### config.mk
export PLATFORM = sky130hd
export DESIGN_NAME = serial_subtractor_4bit
export DESIGN_NICKNAME = d
export VERILOG_FILES = /design/src/rtl/serial_subtractor_4bit_pkg.sv /design/src/rtl/serial_subtractor_4bit_full_subtractor.sv /design/src/rtl/serial_subtractor_4bit.sv
export SDC_FILE = /design/constraint.sdc
export NUM_CORES = 1
export LEC_CHECK = 0
export CAP_MARGIN = 30
export CORE_AREA = 2 2 64 48
export DETAILED_ROUTE_END_ITERATION = 16
export DIE_AREA = 0 0 66 50
export PLACE_DENSITY = 0.66
export SETUP_SLACK_MARGIN = 0.05
export SLEW_MARGIN = 20
export SYNTH_ARGS = -nofsm -noshare
export SYNTH_HDL_FRONTEND = slang
export SYNTH_SLANG_ARGS = --single-unit
### constraint.sdc
create_clock -name clk -period 3 [get_ports clk]
set_clock_uncertainty 0.1 [all_clocks]
set_input_delay 0.3 -clock clk [delete_from_list [all_inputs] [get_ports clk]]
set_output_delay 0.3 -clock clk [all_outputs]
set_load 0.005 [all_outputs]
### src/rtl/serial_subtractor_4bit_pkg.sv
// Shared definitions for the serial arithmetic blocks: FSM states and default width.
package serial_subtractor_4bit_pkg;

  localparam int unsigned DEFAULT_WIDTH = 4;
  localparam int unsigned DEFAULT_CNT_W = 3;

  typedef enum logic [1:0] {
    S_IDLE  = 2'd0,
    S_SHIFT = 2'd1,
    S_DONE  = 2'd2
  } state_e;

endpackage

### src/rtl/serial_subtractor_4bit_full_subtractor.sv
// Gate-level full subtractor built from NAND-based xor/and/or primitives.

module xor_gate (
  output logic y,
  input  logic a,
  input  logic b
);
  logic n1, n2, n3;
  // Classic four-NAND exclusive-or.
  always_comb begin
    n1 = ~(a & b);
    n2 = ~(a & n1);
    n3 = ~(b & n1);
    y  = ~(n2 & n3);
  end
endmodule

module and_gate (
  output logic y,
  input  logic a,
  input  logic b
);
  logic n1;
  // NAND followed by a NAND wired as an inverter.
  always_comb begin
    n1 = ~(a & b);
    y  = ~(n1 & n1);
  end
endmodule

module or_gate (
  output logic y,
  input  logic a,
  input  logic b
);
  logic na, nb;
  // De Morgan: NAND of the inverted inputs.
  always_comb begin
    na = ~(a & a);
    nb = ~(b & b);
    y  = ~(na & nb);
  end
endmodule

module full_subtractor (
  output logic d,
  output logic bo,
  input  logic x,
  input  logic y,
  input  logic bi
);
  logic x_xor_y;
  logic x_n;
  logic xy_eq;
  logic gen_b;
  logic prop_b;

  // Inverters for ~x and ~(x^y) feeding the borrow generate/propagate terms.
  always_comb begin
    x_n   = ~x;
    xy_eq = ~x_xor_y;
  end

  xor_gate u_xor_xy  (.y(x_xor_y), .a(x),       .b(y));
  xor_gate u_xor_d   (.y(d),       .a(x_xor_y), .b(bi));
  and_gate u_and_gen (.y(gen_b),   .a(x_n),     .b(y));
  and_gate u_and_prp (.y(prop_b),  .a(xy_eq),   .b(bi));
  or_gate  u_or_bo   (.y(bo),      .a(gen_b),   .b(prop_b));

endmodule

### src/rtl/serial_subtractor_4bit.sv
// Bit-serial subtractor: diff = a - b - bin, one bit per cycle, LSB first.
module serial_subtractor_4bit
  import serial_subtractor_4bit_pkg::*;
#(
  parameter int unsigned WIDTH = DEFAULT_WIDTH,
  parameter int unsigned CNT_W = DEFAULT_CNT_W
) (
  input  logic             clk,
  input  logic             rst,
  input  logic             start,
  input  logic [WIDTH-1:0] a,
  input  logic [WIDTH-1:0] b,
  input  logic             bin,
  output logic [WIDTH-1:0] diff,
  output logic             bout,
  output logic             busy,
  output logic             done
);

  state_e             state_q, state_d;
  logic [WIDTH-1:0]   a_q, a_d;
  logic [WIDTH-1:0]   b_q, b_d;
  logic               borrow_q, borrow_d;
  logic [WIDTH-1:0]   sh_q, sh_d;
  logic [CNT_W-1:0]   cnt_q, cnt_d;
  logic [WIDTH-1:0]   diff_q, diff_d;
  logic               bout_q, bout_d;
  logic               busy_q, busy_d;
  logic               done_q, done_d;

  logic               fs_d;
  logic               fs_bo;
  logic               last_bit;

  full_subtractor u_fs (
    .d  (fs_d),
    .bo (fs_bo),
    .x  (a_q[0]),
    .y  (b_q[0]),
    .bi (borrow_q)
  );

  assign last_bit = (cnt_q == CNT_W'(WIDTH - 1));

  // Next-state and datapath updates; partial result shifts in a private
  // register so diff/bout keep the previous result until the final edge.
  always_comb begin
    state_d  = state_q;
    a_d      = a_q;
    b_d      = b_q;
    borrow_d = borrow_q;
    sh_d     = sh_q;
    cnt_d    = cnt_q;
    diff_d   = diff_q;
    bout_d   = bout_q;
    busy_d   = busy_q;
    done_d   = 1'b0;
    case (state_q)
      S_IDLE, S_DONE: begin
        if (start) begin
          a_d      = a;
          b_d      = b;
          borrow_d = bin;
          sh_d     = '0;
          cnt_d    = '0;
          busy_d   = 1'b1;
          state_d  = S_SHIFT;
        end else begin
          state_d  = S_IDLE;
        end
      end
      S_SHIFT: begin
        a_d      = a_q >> 1;
        b_d      = b_q >> 1;
        borrow_d = fs_bo;
        sh_d     = {fs_d, sh_q[WIDTH-1:1]};
        cnt_d    = cnt_q + CNT_W'(1);
        if (last_bit) begin
          state_d = S_DONE;
          busy_d  = 1'b0;
          done_d  = 1'b1;
          diff_d  = {fs_d, sh_q[WIDTH-1:1]};
          bout_d  = fs_bo;
        end
      end
      default: begin
        state_d = S_IDLE;
        busy_d  = 1'b0;
      end
    endcase
  end

  // State register with synchronous active-high reset.
  always_ff @(posedge clk) begin
    if (rst) begin
      state_q  <= S_IDLE;
      a_q      <= '0;
      b_q      <= '0;
      borrow_q <= 1'b0;
      sh_q     <= '0;
      cnt_q    <= '0;
      diff_q   <= '0;
      bout_q   <= 1'b0;
      busy_q   <= 1'b0;
      done_q   <= 1'b0;
    end else begin
      state_q  <= state_d;
      a_q      <= a_d;
      b_q      <= b_d;
      borrow_q <= borrow_d;
      sh_q     <= sh_d;
      cnt_q    <= cnt_d;
      diff_q   <= diff_d;
      bout_q   <= bout_d;
      busy_q   <= busy_d;
      done_q   <= done_d;
    end
  end

  assign diff = diff_q;
  assign bout = bout_q;
  assign busy = busy_q;
  assign done = done_q;

endmodule

=== After elaboration in Yosys (flattened, before gate mapping) ===
Cells that the tools add are included.

* Input port bits: 12
* Register bits: 25
* Logic and storage cells: 64
* Output and inout bits: 7

* Equal/unequal tests: 5
* Add/subtract/negate cells: 1
* Reductions and logical operators: 7
* Bitwise gates (word level): 24
* Multiplexer cells: 17

{| class="wikitable"
|+ Operators by type and width
! kind !! number
|-
| 4-bit one-hot mux with 2 select lines || 3
|-
| 1-bit inverter || 13
|-
| 4-bit 2-to-1 mux || 3
|-
| 1-bit AND || 11
|-
| 3-bit one-hot mux with 2 select lines || 1
|-
| 2-bit AND reduction || 3
|-
| 1-bit 2-to-1 mux || 5
|-
| 2-bit != test (second input constant) || 2
|-
| 1-bit one-hot mux with 2 select lines || 2
|-
| 2-bit one-hot mux with 2 select lines || 1
|-
| 2-bit OR reduction || 2
|-
| 3-bit by 1-bit adder with 3-bit output (second input constant) || 1
|-
| 3-bit by 2-bit equality test with 1-bit output (second input constant) || 1
|-
| 3-bit 2-to-1 mux || 1
|-
| 2-bit by 1-bit equality test with 1-bit output (second input constant) || 1
|-
| 2-bit equality test (second input constant) || 1
|-
| 2-bit logical NOT || 1
|-
| 2-bit 2-to-1 mux || 1
|-
| 2-bit nonzero test || 1
|}

=== Longest topological paths before layout ===
* Depth in word-level cells: 13
* Gate-level depth with buffers: 6

=== Modules after synthesis ===
From an unflattened synthesis, not the netlist that was laid out.

* Cell total of the unflattened synthesis: 123
* Area, all modules: 1012.2 µm²

{| class="wikitable"
|+ By module, submodules not included
! module !! times used !! seq. area each (µm²) !! area an instance (µm²) !! cells an instance
|-
| serial_subtractor_4bit || 1 || 480.5 || 968.4 || 116
|-
| xor_gate || 2 || 0.0 || 8.8 || 1
|-
| and_gate || 2 || 0.0 || 6.3 || 1
|-
| full_subtractor || 1 || 0.0 || 7.5 || 2
|-
| or_gate || 1 || 0.0 || 6.3 || 1
|}

=== Worst setup path after synthesis ===
OpenSTA, ideal clock, no wires.

* Path type: reg2reg
* Start: reg cnt_q[0]
* End: reg diff_q[0], in the netlist diff[0]
* Cell stages (with the launch flop): 7
* Buffers on the path: 1
* Path slack: 1.655 ns
* Data arrival time: 1.174 ns
* Cells stage by stage: dfxtp_1 > ha_1 > ha_1 > buf_2 > nand3b_1 > nand2_1 > a21oi_1

* Longest elaborated chain between the ends: 2

{| class="wikitable"
|+ Ends and longest elaborated chain
! what !! RTL line !! RTL
|-
| start, declared || serial_subtractor_4bit.sv:25 || <nowiki>logic [CNT_W-1:0] cnt_q, cnt_d;</nowiki>
|-
| start signal, assigned || serial_subtractor_4bit.sv:112 || <nowiki>cnt_q <= cnt_d;</nowiki>
|-
| 3-bit by 2-bit equality test with 1-bit output || serial_subtractor_4bit.sv:43 || <nowiki>assign last_bit = (cnt_q == CNT_W'(WIDTH - 1));</nowiki>
|-
| net last_bit || serial_subtractor_4bit.sv:33 || <nowiki>logic last_bit;</nowiki>
|-
| 2-bit AND reduction (no line) || n/a ||
|-
| end signal, assigned || serial_subtractor_4bit.sv:113 || <nowiki>diff_q <= diff_d;</nowiki>
|-
| end, declared || serial_subtractor_4bit.sv:26 || <nowiki>logic [WIDTH-1:0] diff_q, diff_d;</nowiki>
|}

The timed path passes the listed nets, and every way through them passes these cells.
A chain may end at the register's enable or synchronous reset.

=== Final worst setup path ===
* Start: reg state_q[0]
* End: reg b_q[0]

* Longest elaborated chain between the ends: 4
* Elaborated cells between the ends (all ways): 8
* Classes of those cells: eq/ne (3); mux (1); reduce/logical (4)

{| class="wikitable"
|+ Ends and longest elaborated chain
! what !! RTL line !! RTL
|-
| start, declared || serial_subtractor_4bit.sv:20 || <nowiki>state_e state_q, state_d;</nowiki>
|-
| start signal, assigned || serial_subtractor_4bit.sv:107 || <nowiki>state_q <= state_d;</nowiki>
|-
| 2-bit equality test / 2-bit logical NOT (equally long branches) || serial_subtractor_4bit.sv:58 || <nowiki>case (state_q)</nowiki>
|-
| 2-bit OR reduction || serial_subtractor_4bit.sv:58 ||
|-
| 2-bit != test (no line) / 2-bit nonzero test (equally long branches) || n/a ||
|-
| 2-bit AND reduction (no line) || n/a ||
|-
| end signal, assigned || serial_subtractor_4bit.sv:98 || <nowiki>b_q <= '0;</nowiki>
|-
| end signal, assigned || serial_subtractor_4bit.sv:109 || <nowiki>b_q <= b_d;</nowiki>
|-
| end, declared || serial_subtractor_4bit.sv:22 || <nowiki>logic [WIDTH-1:0] b_q, b_d;</nowiki>
|}

Parallel ways exist; a longest one is shown, timed or not.

==> metrics.md <==
| Metric | Value |
|---|---|
| Root buffer cell | clkbuf_8 |
| Final period util | a little under three fifths |
| CTS tree | yes |
| Gr ovfl total | 0 |
| Area grow syn2layout | 21.20% |
| Maximum vdd drop | approximately 0.00026 V |
| Chip width | about 66 microns |
| Num CTS Buffers | 3 |
| R2r setup slk | 1.32 ns |
| Final Setup Violations | 0 |
| DP HPWL | between 1 and 1.5 mm |
| Slowest CP cell | nand2b_1 |
| Hold_buf cts | 0 |
| Setup TNS | 0 ns |
| Crit start category | flop |
| Vias in the first global route | just under 800 |
| Routed vias | ~830 |
| Fin nets | around 150 |
| Clock Sinks | 24 |
| DRC Markers | 0 |
| Sequential area share after synthesis | 44.24% |
| Worst Path Arrival | around 1.8 ns |
| CTS-repair resized insts | 0 |
| Sequential cell area | between 400 and 500 sq um |
| Critical R2R Launch | state_q[0] |
| Filler Cell Count | 275 |
| Crit path kind | reg -> reg |
| CP Data Required Time | 3.08 ns |
| Clk pin slew, worst setup/hold paths | approximately 0.080 ns |
| IO Port Bufs | 18 |
| Post-Route WL | between 1.5 and 2 mm |
| Setup bufs post-CTS | 0 |
| DR WL/cell | 11.85 microns |
| Netlist cell types | 27 |
| Final hold vios | 0 |
| YS warnings | 0 |
| CORE AREA | 2683 sq um |
| # IOs | 19 |
| Synthesized net count | 132 |
| Clock buffer depth | 2 |
| Global Route Usage Sum | between 10% and 20% |
| Worst Hold Class | reg -> reg |
| Post-Syn Area | 1086 sq um |
| Rel. slew slack | 44.56% |
| Avg Cell Area, Syn | 9.282 sq um |
| Area of the multi-input gates | 529.3 sq um |
| Site Rows | 16 |
| Tmin final | approximately 1.7 ns |
| Final Instance Area | around 1300 sq um |
| Die area | approximately 3300 sq um |
| Cell count after synthesis | between 100 and 150 |
| Initial Util | 40.49% |
| Critical path fanouts, max | 16 |
| RSZ-0062 raised after global routing | false |
| Routed Antenna Nets | 0 |
| DRT iter0 DRCs | 62 |
| Via density | 4.982 |
| Antenna violations before repair | 0 |
| RD Place Congestion | 0.7283 |
| CP Capture Type | flop |
| Pwr Density | between 400 and 500 nW/um^2 |
| Crit path cell chain | nand2b_1 > nand2_1 > a311oi_1 |
| CP peak stage delay | 0.68 ns |
| Max Cap Viol | 0 |
| Register bit total from synthesis | 24 |
| H-tree Lvls | 1 |
| Worst Setup EP | b_q[0] |
| Layout cells sized above 1 | 19.08% |
| Final Max Tran Viols | 0 |
| Status | finished clean |
| Post-DP Area | 1246 sq um |
| Leakage | roughly 0.44 nW |
| Die extent in y | about 50 microns |
| Worst slew pin tran | around 0.83 ns |
| R2r endpoint | b_q[0] |
| Worst Setup SP | state_q[0] |
| F_max | 0.5944 GHz |
| Ant. Diodes | 0 |
| Worst Reg-to-Reg Cells | 3 |
| Worst skew pair latency | 0.26 ns |
| Largest net degree at the start of global routing | 25 |
| Pre-Repair DR Iteration Count | 4 |
| First-pass GRT wire length | about 3.5 mm |
-- cell families after synthesis --
kind of cell / Yosys count / share of synthesized area (%)
DFF: 24 / 44.24
buffers and inverters: 12 / 7.026
AOI/OAI and AO/OA: 25 / 18.43
adders and majority gates: 3 / 4.147
and+or+nand+nor: 53 / 26.15
-- power by group --
part           internal [mW]  switching (mW)  leakage [nW]  total (mW)
Sequential             0.335          0.0113         0.196       0.346
Clock                  0.117          0.0996        0.0288       0.217
Combinational         0.0406          0.0496         0.216      0.0902
-- through the flow --
step	util, %	hold slack, ns	worst slack, ns	std cells	power (mW)
after floorplan	-	0.2721	1.655	117	0.4201
after global placement	46.46	0.3496	1.063	162	0.4396
after detailed placement	46.46	0.3560	1.034	162	0.4423
after CTS	48.51	0.3678	1.278	166	0.6603
after global routing	49.07	0.3925	1.102	167	0.6935
final	49.07	0.3591	1.318	167	0.6529
-- worst max-delay path: cells and delay by family, from the launching register on --
kind	cells	cell delay (ns)
compound gates	1	0.26
flops	1	0.42
simple gates	2	0.80
-- layout by cell type (no fill, tap or decap), types with 2 or more instances in the layout --
cell	synthesis	final
a21oi_1	6	6
nand2_1	23	23
nand3_2	9	9
nor2_1	10	10
nand2b_1	2	2
clkdlybuf4s50_1	0	18
clkbuf_8	0	4
ha_1	2	2
dfxtp_1	24	24
nand3_1	4	4
inv_1	3	3
a311oi_1	6	6
a21oi_2	9	9
-- sequential cells by signal, summed over array words and instances (netlist names) --
signal	cells
diff	4
sh_q	3
cnt_q	3
b_q	4
state_q	2
busy	1
a_q	4
bout	1
done	1
borrow_q	1
-- area by class of cell --
class                           count  area share [%]
Tap cell                           36           3.422
Timing Repair Buffer               19           14.83
Sequential cell                    24           36.50
Multi-Input combinational cell     81           40.21
Clock buffer                        4           4.183
Inverter                            3          0.8555
-- routing by layer --
| metal | routed length [microns] | part of all wire (%) | global-route usage [%] | vias up |
|---|---|---|---|---|
| li1 | - | - | - | 424 |
| met1 | 969 | 49 | 17.80 | 395 |
| met2 | 924 | 47 | 22.05 | 9 |
| met3 | 53 | 2.7 | 4.110 | 4 |
| met4 | 31 | 1.6 | 5.102 | 0 |
| met5 | 0 | 0 | 0 | - |
-- how the worst min path moves through the flow --
stage / slack [ns] / depth (start not counted) / from / to
2_1_floorplan: 0.27 / 1 / rst / a_q[0]
3_3_place_gp: 0.35 / 2 / diff[2] / diff[2]
3_5_place_dp: 0.36 / 2 / diff[2] / diff[2]
4_1_cts: 0.37 / 2 / diff[2] / diff[2]
5_1_grt: 0.39 / 2 / diff[3] / diff[3]
6_report: 0.36 / 2 / diff[2] / diff[2]
-- cells in the mapped netlist --
library cell  number  share of area [%]
a21oi_1            6                2.8
a21oi_2            9                7.3
a2bb2oi_1          1               0.81
a311oi_1           6                4.8
a311oi_2           1                1.4
and2b_1            1               0.69
buf_2              3                1.4
buf_4              2                1.4
buf_6              1                1.0
buf_8              1                1.4
clkbuf_1           1               0.35
clkbuf_2           1               0.46
dfxtp_1           24                 44
fa_1               1                1.8
ha_1               2                2.3
inv_1              3                1.0
nand2_1           23                7.9
nand2b_1           2                1.2
nand2b_2           1               0.81
nand3_1            4                1.8
nand3_2            9                8.3
nand3b_1           1               0.69
nor2_1            10                3.5
nor2b_1            1               0.58
o21a_1             1               0.69
o21bai_1           1               0.69
or2b_1             1               0.69
(Power assumes the default switching activity.)
